**config.mk**
```make
export PLATFORM = sky130hd
export DESIGN_NAME = seq_divider
export DESIGN_NICKNAME = d
export VERILOG_FILES = /design/src/rtl/seq_divider.sv
export SDC_FILE = /design/constraint.sdc
export NUM_CORES = 1
export LEC_CHECK = 0
export ABC_AREA = 0
export CELL_PAD_IN_SITES_DETAIL_PLACEMENT = 0
export CELL_PAD_IN_SITES_GLOBAL_PLACEMENT = 2
export CORE_MARGIN = 4
export CORE_UTILIZATION = 34
export DETAILED_ROUTE_END_ITERATION = 10
export PLACE_DENSITY = 0.88
export SETUP_SLACK_MARGIN = 0.2
export SYNTH_ARGS = -nofsm -noshare
export SYNTH_HDL_FRONTEND = slang
export SYNTH_SLANG_ARGS = --single-unit
```
**constraint.sdc**
```tcl
create_clock -name clk -period 3.5 [get_ports clk]
set_input_delay 0.525 -clock clk [delete_from_list [all_inputs] [get_ports clk]]
set_output_delay 0.525 -clock clk [all_outputs]
set_load 0.03 [all_outputs]
```
**src/rtl/seq_divider.sv**
```systemverilog
// Multicycle restoring divider: one quotient bit per clock, start/busy/done handshake.
// Define SEQ_DIVIDER_SIGNED_EN for two's-complement operands with sign fixup.
module seq_divider #(
  parameter int BITS = 32
) (
  input  logic            clk,
  input  logic            clr,
  input  logic            start,
  input  logic [BITS-1:0] dividend,
  input  logic [BITS-1:0] divisor,
  output logic            busy,
  output logic            done,
  output logic [BITS-1:0] quotient,
  output logic [BITS-1:0] remainder,
  output logic            div_by_zero
);

  localparam int CW = $clog2(BITS + 1);

  typedef enum logic [1:0] {S_IDLE, S_CALC, S_DONE} state_t;

  state_t          r_state;
  state_t          w_next;
  logic [CW-1:0]   r_cnt;
  logic            r_busy;
  logic            r_done;
  logic [BITS-1:0] r_quotient;
  logic [BITS-1:0] r_remainder;
  logic            r_dbz_out;

  logic [BITS-1:0] r_rem;
  logic [BITS-1:0] r_quo;
  logic [BITS-1:0] r_dvs;
  logic            r_dbz;

  logic            w_accept;
  logic            w_dvs_zero;
  logic [BITS-1:0] w_dvd_mag;
  logic [BITS-1:0] w_dvs_mag;
  logic [BITS-1:0] w_dvd_load;
  logic [BITS:0]   w_shift;
  logic [BITS:0]   w_diff;
  logic            w_take;

`ifdef SEQ_DIVIDER_SIGNED_EN
  logic signed [BITS-1:0] w_dvd_s;
  logic signed [BITS-1:0] w_dvs_s;
  logic                   r_neg_q;
  logic                   r_neg_r;

  function automatic logic [BITS-1:0] negate_if(input logic [BITS-1:0] mag, input logic neg);
    return neg ? -mag : mag;
  endfunction

  assign w_dvd_s   = dividend;
  assign w_dvs_s   = divisor;
  assign w_dvd_mag = (w_dvd_s < 0) ? -w_dvd_s : w_dvd_s;
  assign w_dvs_mag = (w_dvs_s < 0) ? -w_dvs_s : w_dvs_s;

  always_ff @(posedge clk) begin
    if (w_accept) begin
      r_neg_q <= w_dvd_s[BITS-1] ^ w_dvs_s[BITS-1];
      r_neg_r <= w_dvd_s[BITS-1];
    end
  end
`else
  assign w_dvd_mag = dividend;
  assign w_dvs_mag = divisor;
`endif

  assign w_accept   = (r_state == S_IDLE) && start;
  assign w_dvs_zero = (divisor == '0);
  // On divide-by-zero the quotient register carries the raw dividend to the remainder output.
  assign w_dvd_load = w_dvs_zero ? dividend : w_dvd_mag;

  assign w_shift = {r_rem, r_quo[BITS-1]};
  assign w_diff  = w_shift - {1'b0, r_dvs};
  assign w_take  = ~w_diff[BITS];

  always_comb begin
    w_next = r_state;
    case (r_state)
      S_IDLE: if (start) w_next = w_dvs_zero ? S_DONE : S_CALC;
      S_CALC: if (r_cnt == CW'(1)) w_next = S_DONE;
      S_DONE: w_next = S_IDLE;
      default: w_next = S_IDLE;
    endcase
  end

  always_ff @(posedge clk) begin
    if (w_accept) begin
      r_rem <= '0;
      r_quo <= w_dvd_load;
      r_dvs <= w_dvs_mag;
      r_dbz <= w_dvs_zero;
    end else if (r_state == S_CALC) begin
      r_rem <= w_take ? w_diff[BITS-1:0] : w_shift[BITS-1:0];
      r_quo <= {r_quo[BITS-2:0], w_take};
    end
  end

  always_ff @(posedge clk or posedge clr) begin
    if (clr) begin
      r_state     <= S_IDLE;
      r_cnt       <= '0;
      r_busy      <= 1'b0;
      r_done      <= 1'b0;
      r_quotient  <= '0;
      r_remainder <= '0;
      r_dbz_out   <= 1'b0;
    end else begin
      r_state <= w_next;
      r_busy  <= (w_next != S_IDLE);
      r_done  <= (r_state == S_DONE);
      if (w_accept) begin
        r_cnt       <= CW'(BITS);
        r_quotient  <= '0;
        r_remainder <= '0;
        r_dbz_out   <= 1'b0;
      end else if (r_state == S_CALC) begin
        r_cnt <= r_cnt - CW'(1);
      end else if (r_state == S_DONE) begin
        if (r_dbz) begin
          r_quotient  <= '1;
          r_remainder <= r_quo;
          r_dbz_out   <= 1'b1;
        end else begin
`ifdef SEQ_DIVIDER_SIGNED_EN
          r_quotient  <= negate_if(r_quo, r_neg_q);
          r_remainder <= negate_if(r_rem, r_neg_r);
`else
          r_quotient  <= r_quo;
          r_remainder <= r_rem;
`endif
          r_dbz_out   <= 1'b0;
        end
      end
    end
  end

  assign busy        = r_busy;
  assign done        = r_done;
  assign quotient    = r_quotient;
  assign remainder   = r_remainder;
  assign div_by_zero = r_dbz_out;

endmodule
```
==> results of run 1 <==
worst max-delay path, stage by stage, from the launching register on:
cell and delay [ns]:
edfxtp_1 0.42, inv_1 0.06, ha_1 0.22, fa_1 0.40, nand2b_1 0.20, a21oi_2 0.18, o21ai_1 0.17, a31oi_1 0.35
a41oi_1 0.33, o31ai_1 0.36, a21oi_1 0.13, xor2_1 0.15, o21ai_1 0.10
sequential cells by signal, indices dropped and copies added, names as in the netlist, 2 cells and up:
| name | count |
|---|---|
| quotient | 32 |
| r_dvs | 32 |
| r_quo | 32 |
| r_rem | 32 |
| remainder | 32 |
| r_cnt | 6 |
| r_state | 2 |
layout make-up:
type                    instances  area [um2]  area share
clock buffers                  18         429      0.0391
inverters                      55         208      0.0189
multi-input cells             646        3850       0.350
repair buffers                147        1460       0.133
well taps                     330         413      0.0376
clock inverters                14         153      0.0139
flip-flops and latches        172        4470       0.407
worst max-delay path by stage:
stage	startpoint	end	cells after the start
final	r_quo[31]$_DFFE_PP_	r_rem[26]$_SDFFE_PP0P_	12
after floorplan	r_quo[31]$_DFFE_PP_	r_quo[0]$_DFFE_PP_	12
after global routing	r_quo[31]$_DFFE_PP_	r_rem[26]$_SDFFE_PP0P_	12
after detailed placement	r_quo[31]$_DFFE_PP_	r_rem[9]$_SDFFE_PP0P_	13
after CTS	r_quo[31]$_DFFE_PP_	r_rem[9]$_SDFFE_PP0P_	13
after global placement	r_quo[31]$_DFFE_PP_	r_rem[31]$_SDFFE_PP0P_	12
per-layer routing:
metal | global-route usage | up-vias | part of all wire
met3 | 0.0315 | 21 | 0.049
li1 | - | 3437 | -
met4 | 0.0363 | 0 | 0.011
met5 | 0 | - | 0
met1 | 0.243 | 3265 | 0.50
met2 | 0.249 | 178 | 0.44
power groups by stage:
| stage | clock network [mW] | registers (mW) | logic, mW |
|---|---|---|---|
| after CTS | 1.93 | 2.08 | 0.108 |
| after floorplan | 0 | 2.12 | 0.0147 |
| after global routing | 2.01 | 2.08 | 0.114 |
| after detailed placement | 0 | 2.12 | 0.107 |
| after global placement | 0 | 2.12 | 0.108 |
| final | 1.89 | 2.08 | 0.105 |
through the flow:
step,utilization,setup WS [ns],power (mW)
after global placement,0.413,0.359,2.23
after CTS,0.436,0.298,4.11
after detailed placement,0.413,0.360,2.23
after floorplan,-,0.675,2.14
final,0.436,0.367,4.07
after global routing,0.436,0.206,4.20
kinds of logic after synthesis:
group,Yosys count,share of synthesized area
compound gates,214,0.146
xor+xnor,27,0.0272
fa+ha+maj,35,0.0513
buf+inv,96,0.0451
flops,172,0.514
mux,55,0.0634
simple gates,315,0.152
layout by cell type, fill, tap and decap left out, types with 8 or more instances in the layout:
cell	count
a21oi_1	38
buf_4	12
clkbuf_16	17
clkdlybuf4s50_1	133
dfrtp_1	75
dfxtp_1	32
edfxtp_1	65
ha_1	34
inv_1	52
mux2i_1	55
nand2_1	237
nand3_1	8
nor2_1	19
nor4_1	13
o21a_1	9
o21ai_0	74
o21ai_1	37
xnor2_1	17
xor2_1	10
repair_timing:
| action | 4_1_cts | 5_1_grt |
|---|---|---|
| hold buffers | 0 | 0 |
| buffers inserted | 0 | 0 |
| gates resized for setup | 0 | 2 |
| endpoints found under the setup margin | 0 | 29 |
==> metrics.md, run 1 <==
| Metric | Value |
|---|---|
| Clock root cell | clkbuf_16 |
| Initial Util | 0.345 |
| Clock latency on the worst-skew pair | 0.44 ns |
| Worst Hold End | quotient[28]$_DFFE_PP0P_ |
| Crit share post-route | 0.895 |
| GR Overflow Total | 0 |
| R2R Setup Slk | 0.37 ns |
| Share of the synthesized area in the top cell type | 0.225 |
| Initial DRT Pass Iterations | 5 |
| Largest net degree at the start of global routing | 66 |
| Hold wc startpoint | quotient[28]$_DFFE_PP0P_ |
| Synthesized flop and latch total | 172 |
| Seq/Total Area, Yosys | 0.514 |
| Area delta synth->final | 26.4% |
| Reg clk slew, reported paths | 0.07 ns |
| Fin crit period | 3.13 ns |
| Post-synthesis cell area | 8690 um2 |
| Final Non-Filler Cells | 1382 |
| # H-tree levels | 4 |
| Ratio of cells with drive above 1 in the final layout | 0.0599 |
| Largest area contributor in the netlist | edfxtp_1 |
| Pleak | 4.92 nW |
| WS Path Type | reg2reg |
| Unique masters post-synth | 60 |
| CTS max path bufs | 2 |
| N_diodes | 0 |
| Sequential share of power | 0.510 |
| Fin. max-slew vios | 0 |
| Worst Hold Path Cells | 2 |
| DRT iter0 DRCs | 505 |
| Most common cell in the netlist | nand2_1 |
| Ys async rst share | 0.436 |
| Vias/cell | 4.99 |
| Max cap viols | 0 |
| Cell Pwr Density | 371 nW/um2 |
| Routed len/inst | 16.8 um |
| Synth top area cells | edfxtp_1, dfrtp_1, nand2_1, dfxtp_1, mux2i_1 |
| Relative slew slack | 0.396 |
| Post-synth EDFFs | 65 |
| Max frequency | 319 MHz |
| Main synth FF type | dfrtp_1 |
| Setup crit end kind | flip-flop |
| First-pass GRT wire length | 36800 um |
| Horiz. Die Dim | 168 um |
| Core area | 25200 um2 |
| DP Area | 10400 um2 |
| Slew @ Worst Pin | 0.907 ns |
| CTS tree | done |
| P_sw | 0.917 mW |
| Reg2reg start | r_quo[31]$_DFFE_PP_ |
| Final #Nets | 1141 |
| Min-Delay Path Class | reg2reg |
| Tot GR Track Use | 0.164 |
| GPL Wtd Cong | 0.932 |
| Filler cells | 2492 |
| Worst hold slack | 0.466 ns |
| Worst IR Drop VDD | 0.000255 V |
| Syn_nets | 1016 |
| Clock network power share | 0.464 |
| Cells after synthesis | 914 |
| Number of global-route vias before repair | 6558 |
| Worst-path fanout max | 4 |
| IO Port Bufs | 133 |
| Vias | 6901 |
| Final wirelength | 23200 um |
| DPL Wire Length | 17100 um |
| Fin area | 11000 um2 |
| Combinational share of power | 0.026 |
| Antenna violations before repair | 0 |
| Die H | 168 um |
| Post-route DRC | 0 |
| Synth top cells by count | nand2_1, dfrtp_1, o21ai_0 |
| Placed Cells | 1350 |
| Endpoints failing setup | 0 |
| Die area | 28200 um2 |
| RR Endpoint | r_rem[26]$_SDFFE_PP0P_ |
| Internal | 3.16 mW |
| Syn. warnings | 0 |
| Detail Route Antenna Nets | 0 |
| Avg Cell Area, Syn | 9.51 um2 |
| Switching Fraction | 0.225 |
| Clock sink count | 172 |
| CP required | 3.87 ns |
| Total CTS buffers | 17 |
| Kind of start point of the critical path | flip-flop |
| IO Count | 134 |
| Status | finished, final reports clean |
| FF-to-FF path depth | 12 |
| Setup Skew | 0.00872 ns |
| RSZ-0062 raised after global routing | no |
| Core Rows | 58 |
| Final hold vios | 0 |
| Critical path data arrival time | 3.50 ns |
| Setup_tns | 0 ns |
No activity file was read; power rests on OpenSTA's default activity.
==> run 2, diff against run 1 <==
--- a/config.mk
+++ b/config.mk
@@ -13,6 +13,7 @@
 export DETAILED_ROUTE_END_ITERATION = 10
 export PLACE_DENSITY = 0.88
 export SETUP_SLACK_MARGIN = 0.2
+export SKIP_LAST_GASP = 1
 export SYNTH_ARGS = -nofsm -noshare
 export SYNTH_HDL_FRONTEND = slang
 export SYNTH_SLANG_ARGS = --single-unit
==> results of run 2 <==
No change in the layout: final DEF, timing and power equal those of run 1.
==> run 3, diff against run 2 <==
--- a/config.mk
+++ b/config.mk
@@ -8,7 +8,7 @@
 export ABC_AREA = 0
 export CELL_PAD_IN_SITES_DETAIL_PLACEMENT = 0
 export CELL_PAD_IN_SITES_GLOBAL_PLACEMENT = 2
-export CORE_MARGIN = 4
+export CORE_MARGIN = 1.5
 export CORE_UTILIZATION = 34
 export DETAILED_ROUTE_END_ITERATION = 10
 export PLACE_DENSITY = 0.88
==> run 3 against run 2 <==
Worst hold slack worse by 0.12 ns. Cell count is 0.22% higher. Sequential share of layout area fell by 0.11 points. Flip-flop and latch count is the same. Global-route usage grew 1.4 points. Count of clock-buffer cells in the layout is the same. Critical path depth increased by 1. Largest cell class unchanged. Largest power group unchanged.
==> metrics.md, run 3 (synthesized netlist as in run 1, its figures left out) <==
| Metric | Value |
|---|---|
| Core Rows | 58 (unchanged) |
| Max cap viols | 0 (unchanged) |
| # H-tree levels | 4 (unchanged) |
| Internal | 3.10 mW (-1.9%) |
| Reg clk slew, reported paths | 0.08 ns (about the same) |
| Relative slew slack | 0.375 (-0.0201) |
| N_diodes | 0 (unchanged) |
| Core area | 25100 um2 (-0.29%) |
| Filler cells | 2522 (+1.2%) |
| Fin. max-slew vios | 0 (unchanged) |
| Kind of start point of the critical path | flip-flop |
| Sequential share of power | 0.512 (+0.002) |
| Number of global-route vias before repair | 6488 (-1.1%) |
| Slew @ Worst Pin | 0.937 ns (+0.0301 ns) |
| IO Count | 134 (unchanged) |
| Status | finished, final reports clean |
| Worst-path fanout max | 17 (+13) |
| R2R Setup Slk | 0.47 ns (+0.10 ns) |
| Initial DRT Pass Iterations | 5 (unchanged) |
| Fin crit period | 3.03 ns (-0.103 ns) |
| Clock sink count | 172 (unchanged) |
| Horiz. Die Dim | 163 um (-3.0%) |
| Post-route DRC | 0 (unchanged) |
| Clock root cell | clkbuf_16 |
| Die H | 163 um (-3.0%) |
| CP required | 3.81 ns (-0.06 ns) |
| Fin worst setup slack | 0.470 ns (+0.103 ns) |
| Endpoints failing setup | 0 (unchanged) |
| Cell Pwr Density | 368 nW/um2 (-0.70%) |
| Reg2reg start | r_quo[31]$_DFFE_PP_ |
| Fin area | 11000 um2 (+0.27%) |
| DP Worst Slack | 0.368 ns (+0.00787 ns) |
| Commonest non-fill, non-tap cell in the layout | nand2_1 |
| Setup_tns | 0 ns (unchanged) |
| Largest net degree at the start of global routing | 49 (-26%) |
| DP Area | 10400 um2 (+0.26%) |
| Clock network power share | 0.462 (-0.002) |
| P_sw | 0.960 mW (+4.6%) |
| Final hold vios | 0 (unchanged) |
| Setup crit end | r_rem[14]$_SDFFE_PP0P_ |
| Critical path data arrival time | 3.34 ns (-0.16 ns) |
| Vias | 6831 (-1.0%) |
| Setup crit end kind | flip-flop |
| Area of the multi-input gates | 3840 um2 (about the same) |
| Detail Route Antenna Nets | 0 (unchanged) |
| Final wirelength | 22900 um (-1.4%) |
| WS Path Type | reg2reg |
| Final #Nets | 1144 (+0.26%) |
| Crit share post-route | 0.866 (-0.0294) |
| CTS max path bufs | 2 (unchanged) |
| FF+latch area | 4470 um2 (unchanged) |
| CTS Hold Bufs | 0 (unchanged) |
| RSZ-0062 raised after global routing | no |
| DPL Wire Length | 17100 um (-0.15%) |
| Worst hold slack | 0.343 ns (-0.123 ns) |
| Routed len/inst | 16.5 um (-1.6%) |
| Pleak | 4.93 nW (+0.28%) |
| CTS tree | done |
| GPL Wtd Cong | 0.889 (-4.6%) |
| Worst IR Drop VDD | 0.000279 V (+9.7%) |
| Min-Delay Path Class | in2async |
| Switching Fraction | 0.237 (+0.0114) |
| Crit path from | r_quo[31]$_DFFE_PP_ |
| Setup Skew | 0.00976 ns (+0.00104 ns) |
| Most frequent cells in the layout | nand2_1, clkdlybuf4s50_1, dfrtp_1 |
| FF-to-FF path depth | 13 (+1) |
| Vias/cell | 4.93 (-1.2%) |
| Power Total | 4.06 mW (-0.43%) |
| Tot GR Track Use | 0.178 (+0.0140) |
| Max frequency | 330 MHz (+3.4%) |
| Antenna violations before repair | 0 (unchanged) |
| Combinational share of power | 0.026 (about the same) |
| Initial Util | 0.346 (+0.000997) |
| Ratio of cells with drive above 1 in the final layout | 0.0616 (+0.00173) |
| Total CTS buffers | 17 (unchanged) |
| GR Overflow Total | 0 (unchanged) |
| IO Port Bufs | 133 (unchanged) |
| Area delta synth->final | 26.7% |
| Die area | 26500 um2 (-5.9%) |
| DRT iter0 DRCs | 370 (-27%) |
| RR Endpoint | r_rem[14]$_SDFFE_PP0P_ |
| Clock latency on the worst-skew pair | 0.44 ns (about the same) |
| First-pass GRT wire length | 36300 um (-1.3%) |
run 3: worst min-delay path by stage:
stage                                   from                       end  slack [ns]  cells past startpoint
floorplan             r_rem[31]$_SDFFE_PP0P_    r_rem[31]$_SDFFE_PP0P_        0.46                      2
global placement     quotient[7]$_DFFE_PP0P_   quotient[7]$_DFFE_PP0P_        0.45                      2
detailed placement  quotient[26]$_DFFE_PP0P_  quotient[26]$_DFFE_PP0P_        0.45                      2
CTS                                      clr  quotient[23]$_DFFE_PP0P_        0.33                      2
global route                             clr  quotient[23]$_DFFE_PP0P_        0.35                      2
finish                                   clr  quotient[23]$_DFFE_PP0P_        0.34                      2
run 3: per-stage QoR:
step / cells / util
6_report: 1385 / 0.439
5_1_grt: 1385 / 0.439
4_1_cts: 1384 / 0.438
3_5_place_dp: 1352 / 0.415
3_3_place_gp: 1352 / 0.415
2_1_floorplan: 914 / -
run 3: layout make-up:
class	count	area share
Inverter	55	0.0189
Clock inverter	14	0.0137
Tap cell	330	0.0375
Sequential cell	172	0.406
Multi-Input combinational cell	646	0.349
Clock buffer	18	0.0390
Timing Repair Buffer	150	0.136
run 3: critical path, stage by stage, from the launching register on:
cell      delay [ns]
edfxtp_1        0.39
inv_1           0.06
ha_1            0.22
fa_1            0.40
nand2b_1        0.19
a21oi_2         0.16
o21ai_1         0.15
o21ai_1         0.24
a211oi_2        0.12
o21a_2          0.31
nor2_4          0.17
buf_12          0.19
mux2i_1         0.22
o21ai_1         0.07
run 3: power by group through the flow:
| stage | clock [mW] | combinational [mW] | sequential [mW] |
|---|---|---|---|
| 2_1_floorplan | 0 | 0.0147 | 2.12 |
| 3_3_place_gp | 0 | 0.109 | 2.12 |
| 3_5_place_dp | 0 | 0.108 | 2.12 |
| 4_1_cts | 1.91 | 0.109 | 2.08 |
| 5_1_grt | 1.99 | 0.115 | 2.08 |
| 6_report | 1.87 | 0.106 | 2.08 |
run 3: per-layer routing:
layer | up-vias | routed length (um) | global-route usage
met1 | 3226 | 11600 | 0.262
li1 | 3427 | - | -
met5 | - | 0 | 0
met3 | 14 | 1020 | 0.0349
met2 | 164 | 10100 | 0.265
met4 | 0 | 208 | 0.0430
run 3: timing repair:
item | 4_1_cts | 5_1_grt
buffers inserted | 0 | 1
hold endpoints to repair | 0 | 0
setup endpoints to repair | 0 | 17
gates resized for setup | 0 | 1
